<file path="src/rtl/dcf77_sync_ctrl_pkg.sv">
// Shared types for the DCF77 frame qualifier: BCD digits, the decoded
// time record, the lock state machine encoding and the holdover tick rate.
package dcf77_sync_ctrl_pkg;

    typedef logic [3:0] bcd_t;
    // Two-digit BCD field: [1] is the tens digit, [0] the units digit.
    typedef bcd_t [1:0] bcd2_t;

    typedef struct packed {
        bcd2_t      year;
        bcd2_t      month;
        bcd2_t      day;
        logic [2:0] dow;
        bcd2_t      hour;
        bcd2_t      minute;
    } dcf77_time_t;

    typedef enum logic [1:0] {
        UNLOCKED,
        CANDIDATE,
        LOCKED,
        HOLDOVER
    } sync_state_t;

    // 10 ms ticks per minute.
    localparam int unsigned TICKS_PER_MINUTE = 6000;

    // Power-on time: 00-01-01, weekday 1, 00:00.
    localparam dcf77_time_t RESET_TIME = '{
        year:   8'h00,
        month:  8'h01,
        day:    8'h01,
        dow:    3'd1,
        hour:   8'h00,
        minute: 8'h00
    };

    // Binary value of a two-digit BCD field; only meaningful when both digits are <= 9.
    function automatic logic [6:0] bcd2bin(input bcd2_t v);
        return 7'(v[1]) * 7'd10 + 7'(v[0]);
    endfunction

    function automatic logic bcd2_digits_ok(input bcd2_t v);
        return (v[1] <= 4'd9) && (v[0] <= 4'd9);
    endfunction

endpackage

</file>
<file path="src/rtl/dcf77_frame_check.sv">
// Combinational frame qualifier: range check of the incoming frame and the
// +1 minute succession check against the previously stored frame.
module dcf77_frame_check
    import dcf77_sync_ctrl_pkg::*;
(
    input  dcf77_time_t cur,
    input  dcf77_time_t prev,
    output logic        frame_ok,
    output logic        frame_next
);

    logic [6:0] cur_min, cur_hour, cur_day, cur_month;
    logic [6:0] prev_min, prev_hour;
    logic       digits_ok;
    logic       date_same;
    logic       min_wrap;

    assign cur_min   = bcd2bin(cur.minute);
    assign cur_hour  = bcd2bin(cur.hour);
    assign cur_day   = bcd2bin(cur.day);
    assign cur_month = bcd2bin(cur.month);
    assign prev_min  = bcd2bin(prev.minute);
    assign prev_hour = bcd2bin(prev.hour);

    assign digits_ok = bcd2_digits_ok(cur.year)  && bcd2_digits_ok(cur.month) &&
                       bcd2_digits_ok(cur.day)   && bcd2_digits_ok(cur.hour)  &&
                       bcd2_digits_ok(cur.minute);

    assign frame_ok = digits_ok &&
                      (cur_min   <= 7'd59) &&
                      (cur_hour  <= 7'd23) &&
                      (cur_day   >= 7'd1) && (cur_day   <= 7'd31) &&
                      (cur_month >= 7'd1) && (cur_month <= 7'd12) &&
                      (cur.dow != 3'd0);

    assign date_same = (cur.year == prev.year) && (cur.month == prev.month) &&
                       (cur.day == prev.day)   && (cur.dow == prev.dow);
    assign min_wrap  = (prev_min == 7'd59);

    // Succession rules; across midnight the date is trusted and not compared.
    always_comb begin
        // NOTE: assign a default first so no path leaves frame_next unassigned (would infer a latch).
        frame_next = 1'b0;
        if (!min_wrap) begin
            frame_next = (cur_min == prev_min + 7'd1) && (cur.hour == prev.hour) && date_same;
        end else if (prev_hour != 7'd23) begin
            frame_next = (cur_min == 7'd0) && (cur_hour == prev_hour + 7'd1) && date_same;
        end else begin
            frame_next = (cur_min == 7'd0) && (cur_hour == 7'd0);
        end
    end

endmodule

</file>
<file path="src/rtl/dcf77_sync_ctrl.sv">
// DCF77 sync qualifier: passes a decoded frame to the clock only after
// CONFIRM_FRAMES consecutive consistent frames, then tracks lock/holdover.
// Optional build macro DCF77_SYNC_STATS_EN builds the saturating reject
// counter; without it reject_count is tied to zero.
module dcf77_sync_ctrl
    import dcf77_sync_ctrl_pkg::*;
#(
    parameter int unsigned CONFIRM_FRAMES = 2,
    parameter int unsigned HOLDOVER_MIN   = 60
) (
    input  logic       clk,
    input  logic       rst_n,
    input  logic       clk_en,
    input  logic       frame_valid,
    input  bcd2_t      frame_year,
    input  bcd2_t      frame_month,
    input  bcd2_t      frame_day,
    input  logic [2:0] frame_day_of_week,
    input  bcd2_t      frame_hour,
    input  bcd2_t      frame_minute,
    output logic       dcf77_sync,
    output bcd2_t      dcf77_year,
    output bcd2_t      dcf77_month,
    output bcd2_t      dcf77_day,
    output logic [2:0] dcf77_day_of_week,
    output bcd2_t      dcf77_hour,
    output bcd2_t      dcf77_minute,
    output logic       locked,
    output logic       holdover,
    output logic [7:0] reject_count
);

    localparam logic [2:0]  CONFIRM_LAST = 3'(CONFIRM_FRAMES - 1);
    localparam logic [2:0]  CONFIRM_FULL = 3'(CONFIRM_FRAMES);
    localparam logic [7:0]  HOLD_LIMIT   = 8'(HOLDOVER_MIN);
    localparam logic [12:0] TICK_LAST    = 13'(TICKS_PER_MINUTE - 1);

    sync_state_t state;
    logic [2:0]  confirm;
    logic [12:0] tick_cnt;
    logic [7:0]  min_cnt;
    dcf77_time_t cur_frame, prev_frame, out_frame;
    logic        frame_ok, frame_next;
    logic        accept, fire, tick_wrap;

    assign cur_frame = '{
        year:   frame_year,
        month:  frame_month,
        day:    frame_day,
        dow:    frame_day_of_week,
        hour:   frame_hour,
        minute: frame_minute
    };

    dcf77_frame_check u_check (
        .cur        (cur_frame),
        .prev       (prev_frame),
        .frame_ok   (frame_ok),
        .frame_next (frame_next)
    );

    assign accept    = frame_valid && frame_ok && frame_next;
    assign fire      = accept && ((state == LOCKED) || (state == HOLDOVER) ||
                                  ((state == CANDIDATE) && (confirm == CONFIRM_LAST)));
    assign tick_wrap = clk_en && (tick_cnt == TICK_LAST);

    // Lock state machine with registered locked/holdover flags.
    always_ff @(posedge clk or negedge rst_n) begin
        // NOTE: sequential state uses non-blocking assignments so every flop samples pre-edge values.
        if (!rst_n) begin
            state    <= UNLOCKED;
            confirm  <= 3'd0;
            locked   <= 1'b0;
            holdover <= 1'b0;
        end else begin
            case (state)
                UNLOCKED: begin
                    if (frame_valid && frame_ok) begin
                        confirm <= 3'd1;
                        state   <= CANDIDATE;
                    end
                end
                CANDIDATE: begin
                    if (frame_valid) begin
                        if (!frame_ok) begin
                            confirm <= 3'd0;
                            state   <= UNLOCKED;
                        end else if (!frame_next) begin
                            confirm <= 3'd1;
                        end else if (confirm == CONFIRM_LAST) begin
                            confirm <= CONFIRM_FULL;
                            state   <= LOCKED;
                            locked  <= 1'b1;
                        end else begin
                            confirm <= confirm + 3'd1;
                        end
                    end
                end
                LOCKED: begin
                    if (!accept && (min_cnt == HOLD_LIMIT)) begin
                        state    <= HOLDOVER;
                        locked   <= 1'b0;
                        holdover <= 1'b1;
                    end
                end
                HOLDOVER: begin
                    if (accept) begin
                        state    <= LOCKED;
                        locked   <= 1'b1;
                        holdover <= 1'b0;
                    end
                end
            endcase
        end
    end

    // Free-running minute timer; an accepted frame restarts the minute count.
    always_ff @(posedge clk or negedge rst_n) begin
        if (!rst_n) begin
            tick_cnt <= 13'd0;
            min_cnt  <= 8'd0;
        end else begin
            if (clk_en) begin
                tick_cnt <= (tick_cnt == TICK_LAST) ? 13'd0 : tick_cnt + 13'd1;
            end
            if (fire) begin
                min_cnt <= 8'd0;
            end else if (tick_wrap && (min_cnt != 8'hFF)) begin
                min_cnt <= min_cnt + 8'd1;
            end
        end
    end

    // Reference frame for the succession check; only in-range frames replace it.
    always_ff @(posedge clk or negedge rst_n) begin
        // NOTE: this frame store is reset to a legal time so the very first succession check has a defined reference.
        if (!rst_n) begin
            prev_frame <= RESET_TIME;
        end else if (frame_valid && frame_ok) begin
            prev_frame <= cur_frame;
        end
    end

    // Sync pulse and accepted-time hold: high until the clock's first enabled cycle.
    always_ff @(posedge clk or negedge rst_n) begin
        if (!rst_n) begin
            out_frame  <= RESET_TIME;
            dcf77_sync <= 1'b0;
        end else if (fire) begin
            out_frame  <= cur_frame;
            dcf77_sync <= 1'b1;
        end else if (dcf77_sync && clk_en) begin
            dcf77_sync <= 1'b0;
        end
    end

    assign dcf77_year        = out_frame.year;
    assign dcf77_month       = out_frame.month;
    assign dcf77_day         = out_frame.day;
    assign dcf77_day_of_week = out_frame.dow;
    assign dcf77_hour        = out_frame.hour;
    assign dcf77_minute      = out_frame.minute;

`ifdef DCF77_SYNC_STATS_EN
    logic       reject_evt;
    logic [7:0] reject_q;

    assign reject_evt = frame_valid && (!frame_ok || ((state != UNLOCKED) && !frame_next));

    // Saturating count of rejected frames.
    always_ff @(posedge clk or negedge rst_n) begin
        if (!rst_n) begin
            reject_q <= 8'd0;
        end else if (reject_evt && (reject_q != 8'hFF)) begin
            reject_q <= reject_q + 8'd1;
        end
    end

    assign reject_count = reject_q;
`else
    assign reject_count = 8'd0;
`endif

endmodule

</file>
<file path="config.mk">
export PLATFORM = sky130hd
export DESIGN_NAME = dcf77_sync_ctrl
export DESIGN_NICKNAME = d
export VERILOG_FILES = /design/src/rtl/dcf77_sync_ctrl_pkg.sv /design/src/rtl/dcf77_frame_check.sv /design/src/rtl/dcf77_sync_ctrl.sv
export SDC_FILE = /design/constraint.sdc
export NUM_CORES = 1
export LEC_CHECK = 0
export BUFFER_PORTS_ARGS = -buffer_cell sky130_fd_sc_hd__buf_2
export CORE_UTILIZATION = 45
export DETAILED_ROUTE_END_ITERATION = 8
export PLACE_DENSITY = 0.68
export RECOVER_POWER = 50
export REMOVE_ABC_BUFFERS = 1
export SYNTH_ARGS = -nofsm -noshare
export SYNTH_HDL_FRONTEND = slang
export SYNTH_SLANG_ARGS = --single-unit
</file>
<file path="constraint.sdc">
create_clock -name clk -period 3.3 [get_ports clk]
set_input_delay 0.825 -clock clk [delete_from_list [all_inputs] [get_ports clk]]
set_output_delay 0.825 -clock clk [all_outputs]
set_load 0.1 [all_outputs]
</file>
[Yosys cells after proc, flatten, opt, wreduce, memory -nomap -nowiden]
Index checks and enable logic that the tools add are counted.
Word-level totals
  bits in registers: 115
  input port bits: 47
  output and inout bits: 54
  word-level logic and storage cells: 166
Cells by class
  add/subtract/negate cells: 11
  multipliers: 6
  order comparisons: 16
  equality and inequality tests: 25
  muxes and demuxes: 31
  reduce and logical (&&, ||, !) cells: 48
Operators with widths (count)
  $add A7 B4 Y7: 6
  $le A4 B4 Y1 const B: 10
  $mul A4 B3 Y6 const B: 6
  $eq A8 B8 Y1: 4
  $logic_and A1 B1 Y1: 32
  $mux W8: 2
  $mux W3: 5
  $add A7 B1 Y7 const B: 2
  $eq A7 B7 Y1: 2
  $ge A7 B1 Y1 const B: 2
  $le A7 B5 Y1 const B: 2
  $logic_not A7 Y1: 2
  $mux W2: 7
  $add A13 B1 Y13 const B: 1
  $eq A13 B13 Y1 const B: 1
  $mux W13: 1
  $mux W1: 12
  $ne A2 B2 Y1 const B: 5
  $add A8 B1 Y8 const B: 1
  $eq A8 B6 Y1 const B: 1
  $ne A8 B8 Y1 const B: 1
  $pmux W2 S4: 1
  $reduce_bool A2 Y1: 4
  $eq A7 B6 Y1 const B: 1
  other kinds (21): 26

[Logic depth before layout (Yosys ltp)]
  depth in word-level cells: 19
  gate-level depth with buffers: 14
  mapped depth without buffers: 12

[Cells and area by module]
From an unflattened synthesis, not the netlist that was laid out.
Unflattened totals
  cell total of the unflattened synthesis: 734
  area total of the unflattened synthesis: 7244.4 µm²
By module, submodules not included
  dcf77_sync_ctrl: instances 1, cells each 449, area an instance 4832.1 µm², sequential area each 2885.3 µm²
  dcf77_frame_check: instances 1, cells each 285, area an instance 2412.3 µm², sequential area each 0.0 µm²

[Worst setup path before layout]
Ideal clock, no wire load.
  path type: input-to-reg
  start: in frame_hour[5] (netlist name)
  end: reg out_frame, in the netlist dcf77_year[3]
  setup time: 0.128 ns
  arrival: 4.215 ns
  data required time: 3.172 ns
  slack: -1.043 ns
  stages on the path: 14
  path buffers: 2
  path through: ha_1 -> ha_1 -> inv_1 -> fa_1 -> nand2b_1 -> or4_4 -> a211oi_2 -> nand2b_1 -> o311ai_1 -> a2111o_1 -> buf_2 -> a21oi_4 -> buf_4 -> mux2_1
On the way
  word-level cells in the longest chain between the ends: 14
  elaborated cells on any way between the ends: 27
  those cells by class: add/sub: 1; mul: 1; order compare: 2; eq/ne: 2; mux: 2; reduce/logical: 19
Ends and longest elaborated chain
  start, declared: RTL line dcf77_sync_ctrl.sv:19  | input bcd2_t frame_hour,
  branches (longest 12 deep; another with $add A7 B4 Y7)
  $logic_and A1 B1 Y1 (*): RTL line dcf77_sync_ctrl.sv:62  | assign accept = frame_valid && frame_ok && frame_next;
  $logic_and A1 B1 Y1 (*): RTL line dcf77_sync_ctrl.sv:63  | assign fire = accept && ((state == LOCKED) || (state == HOLDOVER) ||
  end signal, assigned: RTL line dcf77_sync_ctrl.sv:150  | out_frame <= cur_frame;
  end, declared: RTL line dcf77_sync_ctrl.sv:42  | dcf77_time_t cur_frame, prev_frame, out_frame;
Mark *: on every way between the ends.
A chain may end at the register's enable or synchronous reset.

[Worst setup path after layout]
  start: in frame_hour[7] (netlist name)
  end: reg out_frame, in the netlist dcf77_day[4]
The elaborated chain is that of the path after synthesis.

==> out/qor.csv <==
metric;value;unit
max frequency;250;MHz
endpoints failing hold;0;
unrepaired setup endpoints after global routing;true;
post-route ant nets;0;
Setup crit start kind;input pin;
Pwr Density;392;nW/um2
Reg clk slew, reported paths;0.05;ns
first-pass GRT wire length;34.5;mm
syn_area_per_cell;11.2;um2
vias per cell;5.61;
clock power share;45.8;%
max-slew violation count;44;
EDFF count, synth;0;
IO Port Bufs;92;
Simple-Gate Fraction of Synth Area;12.0;%
number of global-route vias before repair;6754;
Sw Share;26.8;%
CP max stage cell;a2111o_1;
cts bufs inserted;17;
hold buffers post-CTS;0;
kind of cell adding the most delay to the critical path;compound AO/OA/AOI/OAI gates;
switching power;1.09;mW
grt ovf;0;
drt total wl;21.6;mm
final worst path period share;121;%
crit path cell chain;buf_8 -> ha_4 -> ha_4 -> inv_2 -> fa_2 -> nand2b_4 -> or4_4 -> a211oi_4 -> nand2b_4 -> a21boi_1 -> a2111o_1 -> a21oi_4 -> buf_6 -> buf_8 -> buf_12 -> mux2_4;
fraction of the mapped netlist area in compound gates;8.26;%
leakage;5.08;nW
asr flop ratio synth;100;%
core area;15400;um2
root buffer cell;clkbuf_16;
io pins;101;
min Tclk post-route;3.99;ns
Max IR drop VDD;324;uV
die height;129;um
sequential power share;36.5;%
Post-Layout Cell Count;1112;
DRC viols;0;
H-Tree Depth;4;
CTS tree;built;
Starting Density;46.9;%
Filler cells;1087;
setup ws final;-0.692;ns
cell row count;45;
TritonCTS Sinks;115;
hold slack final;0.479;ns
WP data arrival;4.29;ns
Power Internal;2.97;mW
max_cap viols;1;
Final nets;992;
Placed Cells;1051;
Longest Clk Path Bufs;2;
Setup CP Type;in -> reg;
largest family of logic cells by synthesized area;multiplexers;
Layout Area Growth over Synthesis;43.3;%
Combinational Power Share;17.8;%
largest net degree at the start of global routing;44;
layout cells sized above 1;45.7;%
die area;16600;um2
Total Routing Usage GR;27.5;%
Post-Synth Adder-Cell Area;10.9;%
DR pass1 iterations;5;
Worst-Margin Slew;2.50;ns
mux cell area share after synthesis;13.8;%
initial antenna violation count;2;
DP HPWL;13.8;mm
initial DRC count;325;
routed length per instance;19.4;um
sequential fraction of the synthesis area;39.9;%
worst path required time;3.60;ns
Critical Path Fanout Max;8;
most used flip-flop cell after synthesis;dfrtp_1;
Skew-Pair Late Insertion Delay;0.42;ns
Slew HR;-66.9;%
crit path buf inv count;5;
failing checks;capacitance limit, slew limit, setup timing;
Post-Synthesis Cells;646;
CP peak stage delay;0.45;ns
flops & latches, synth;115;
GP Congestion;0.879;
die width;129;um
Yosys Warn Count;0;
Yosys cell types;66;
setup violators final;102;
hold crit path type;reg -> reg;
xor/xnor cell area share of the yosys netlist;11.6;%
Via Count;6239;
clk_skew;0.00610;ns
Diodes inserted;0;
Mapped Area;7230;um2
outcome;finished, violations left;
crit end category;flip-flop;
synthesized netlist by cell type, types with 2 or more instances:
master     instances  area, um2
ha_1              44        551
nand3_1           19       95.1
o2bb2ai_1          2       17.5
nand2b_1           5       31.3
clkbuf_1           7       26.3
nor3_1             9       45.0
buf_6              4       45.0
nor4b_1            3       26.3
a41oi_1            2       17.5
xnor2_1           42        368
mux2_1             4       45.0
o21ai_0           25        125
nor2_1            33        124
a211o_1            3       26.3
nor3b_1            2       15.0
xor2_1            54        473
a21o_1            10       75.1
and3_1             5       31.3
mux2_2            81        912
nor4_1            12       75.1
buf_2              2       10.0
or2_2              3       18.8
inv_1             24       90.1
a32oi_1            3       26.3
a211oi_1           3       22.5
nor2b_1           14       87.6
dfrtp_1          109       2730
and2_1             4       25.0
and4_1             2       17.5
or4_1              3       22.5
o211ai_1           4       30.0
nand2_1           17       63.8
nand4_1           14       87.6
mux2i_1            4       40.0
a21oi_1            8       40.0
a221o_1            2       20.0
nand3b_1           4       30.0
fa_1              12        240
or3_1              3       18.8
o31ai_1            4       30.0
dfstp_2            6        158
buf_4              9       67.6
nand4b_1           3       26.3
power groups by stage:
stage               Sequential, mW  Clock [mW]  Combinational [mW]
finish                        1.48        1.86               0.722
global route                  1.49        1.95               0.778
CTS                           1.48        1.88               0.695
detailed placement            1.50           0               0.618
global placement              1.50           0               0.594
floorplan                     1.50           0               0.336
routing by layer:
metal / GRT usage (%) / wire [um]
met4: 14.1 / 823
met5: 0 / 9
met2: 45.9 / 10600
met3: 6.28 / 1340
met1: 33.4 / 8820
registers in the layout (all words and copies together) (netlist names), 2 cells and up:
name	count
prev_frame	43
tick_cnt	13
dcf77_day	8
dcf77_hour	8
dcf77_minute	8
dcf77_month	8
dcf77_year	8
min_cnt	8
confirm	3
dcf77_day_of_week	3
state	2
cell usage in the layout, fill, tap and decap left out, types with 10 or more instances in the layout:
cell | Yosys | layout
buf_4 | 9 | 118
dfrtp_1 | 109 | 109
buf_2 | 2 | 88
xor2_1 | 54 | 54
mux2_4 | 0 | 44
xnor2_1 | 42 | 42
mux2_2 | 81 | 41
ha_1 | 44 | 37
nor2_1 | 33 | 24
o21ai_0 | 25 | 23
inv_1 | 24 | 22
nand3_1 | 19 | 17
nand2_1 | 17 | 17
clkbuf_16 | 0 | 17
nand4_1 | 14 | 14
buf_6 | 4 | 13
nor2b_1 | 14 | 11
a21o_1 | 10 | 10
nor4_1 | 12 | 10
layout make-up:
cell class	instances	area, um2	share of cell area, %
clock buffers	22	454	4.39
clock inverters	9	131	1.27
inverters	24	90.1	0.870
multi-input cells	491	4620	44.6
flip-flops and latches	115	2890	27.9
well taps	211	264	2.55
repair buffers	240	1910	18.4
worst reg2reg max path, cell delays in order (launching register included):
cell,delay (ns)
dfrtp_1,0.38
ha_1,0.30
ha_2,0.18
fa_1,0.52
nor2b_2,0.15
a32oi_2,0.08
nor4_2,0.31
buf_4,0.18
o2111ai_4,0.13
nand4b_1,0.24
a2111o_1,0.44
a21oi_4,0.20
buf_6,0.13
buf_8,0.12
buf_12,0.15
mux2_4,0.30
final timing paths:
check                              start              end  slack, ns  cells past startpoint
min                           dcf77_sync       dcf77_sync       0.48                      1
max reg2reg                prev_frame[7]     dcf77_day[4]      -0.62                     15
max in group asynchronous          rst_n   dcf77_month[4]       0.50                      2
min in group asynchronous          rst_n  dcf77_minute[0]       1.17                      1
max                        frame_hour[7]     dcf77_day[4]      -0.69                     16
min reg2reg                   dcf77_sync       dcf77_sync       0.48                      1
metrics by stage:
stage / cell area, um2 / setup TNS [ns] / utilization (%) / power [mW] / setup slack [ns]
after global routing: 10400 / -51.96 / 67.1 / 4.21 / -0.720
after CTS: 10300 / -40.71 / 66.7 / 4.05 / -0.669
after global placement: 8740 / -91.82 / 56.7 / 2.10 / -1.18
final: 10400 / -47.76 / 67.1 / 4.06 / -0.692
after floorplan: 7100 / -136.82 / - / 1.83 / -1.60
after detailed placement: 8740 / -98.05 / 56.7 / 2.12 / -1.28
logic make-up after synthesis:
logic type,count (synthesis)
buffers and inverters,47
adder cells (fa/ha/maj),56
XOR/XNOR,96
flip-flops,115
AND/OR/NAND/NOR,158
multiplexers,89
other,1
AO/OA/AOI/OAI,84
what timing repair did:
| item | CTS | global route |
|---|---|---|
| endpoints found under the setup margin | 102 | 102 |
| resized for setup | 115 | 30 |
| gates cloned | 11 | 0 |
| pin swaps | 29 | 11 |
| setup buffers | 24 | 3 |
Note: power is estimated with default switching activity, not from simulation.
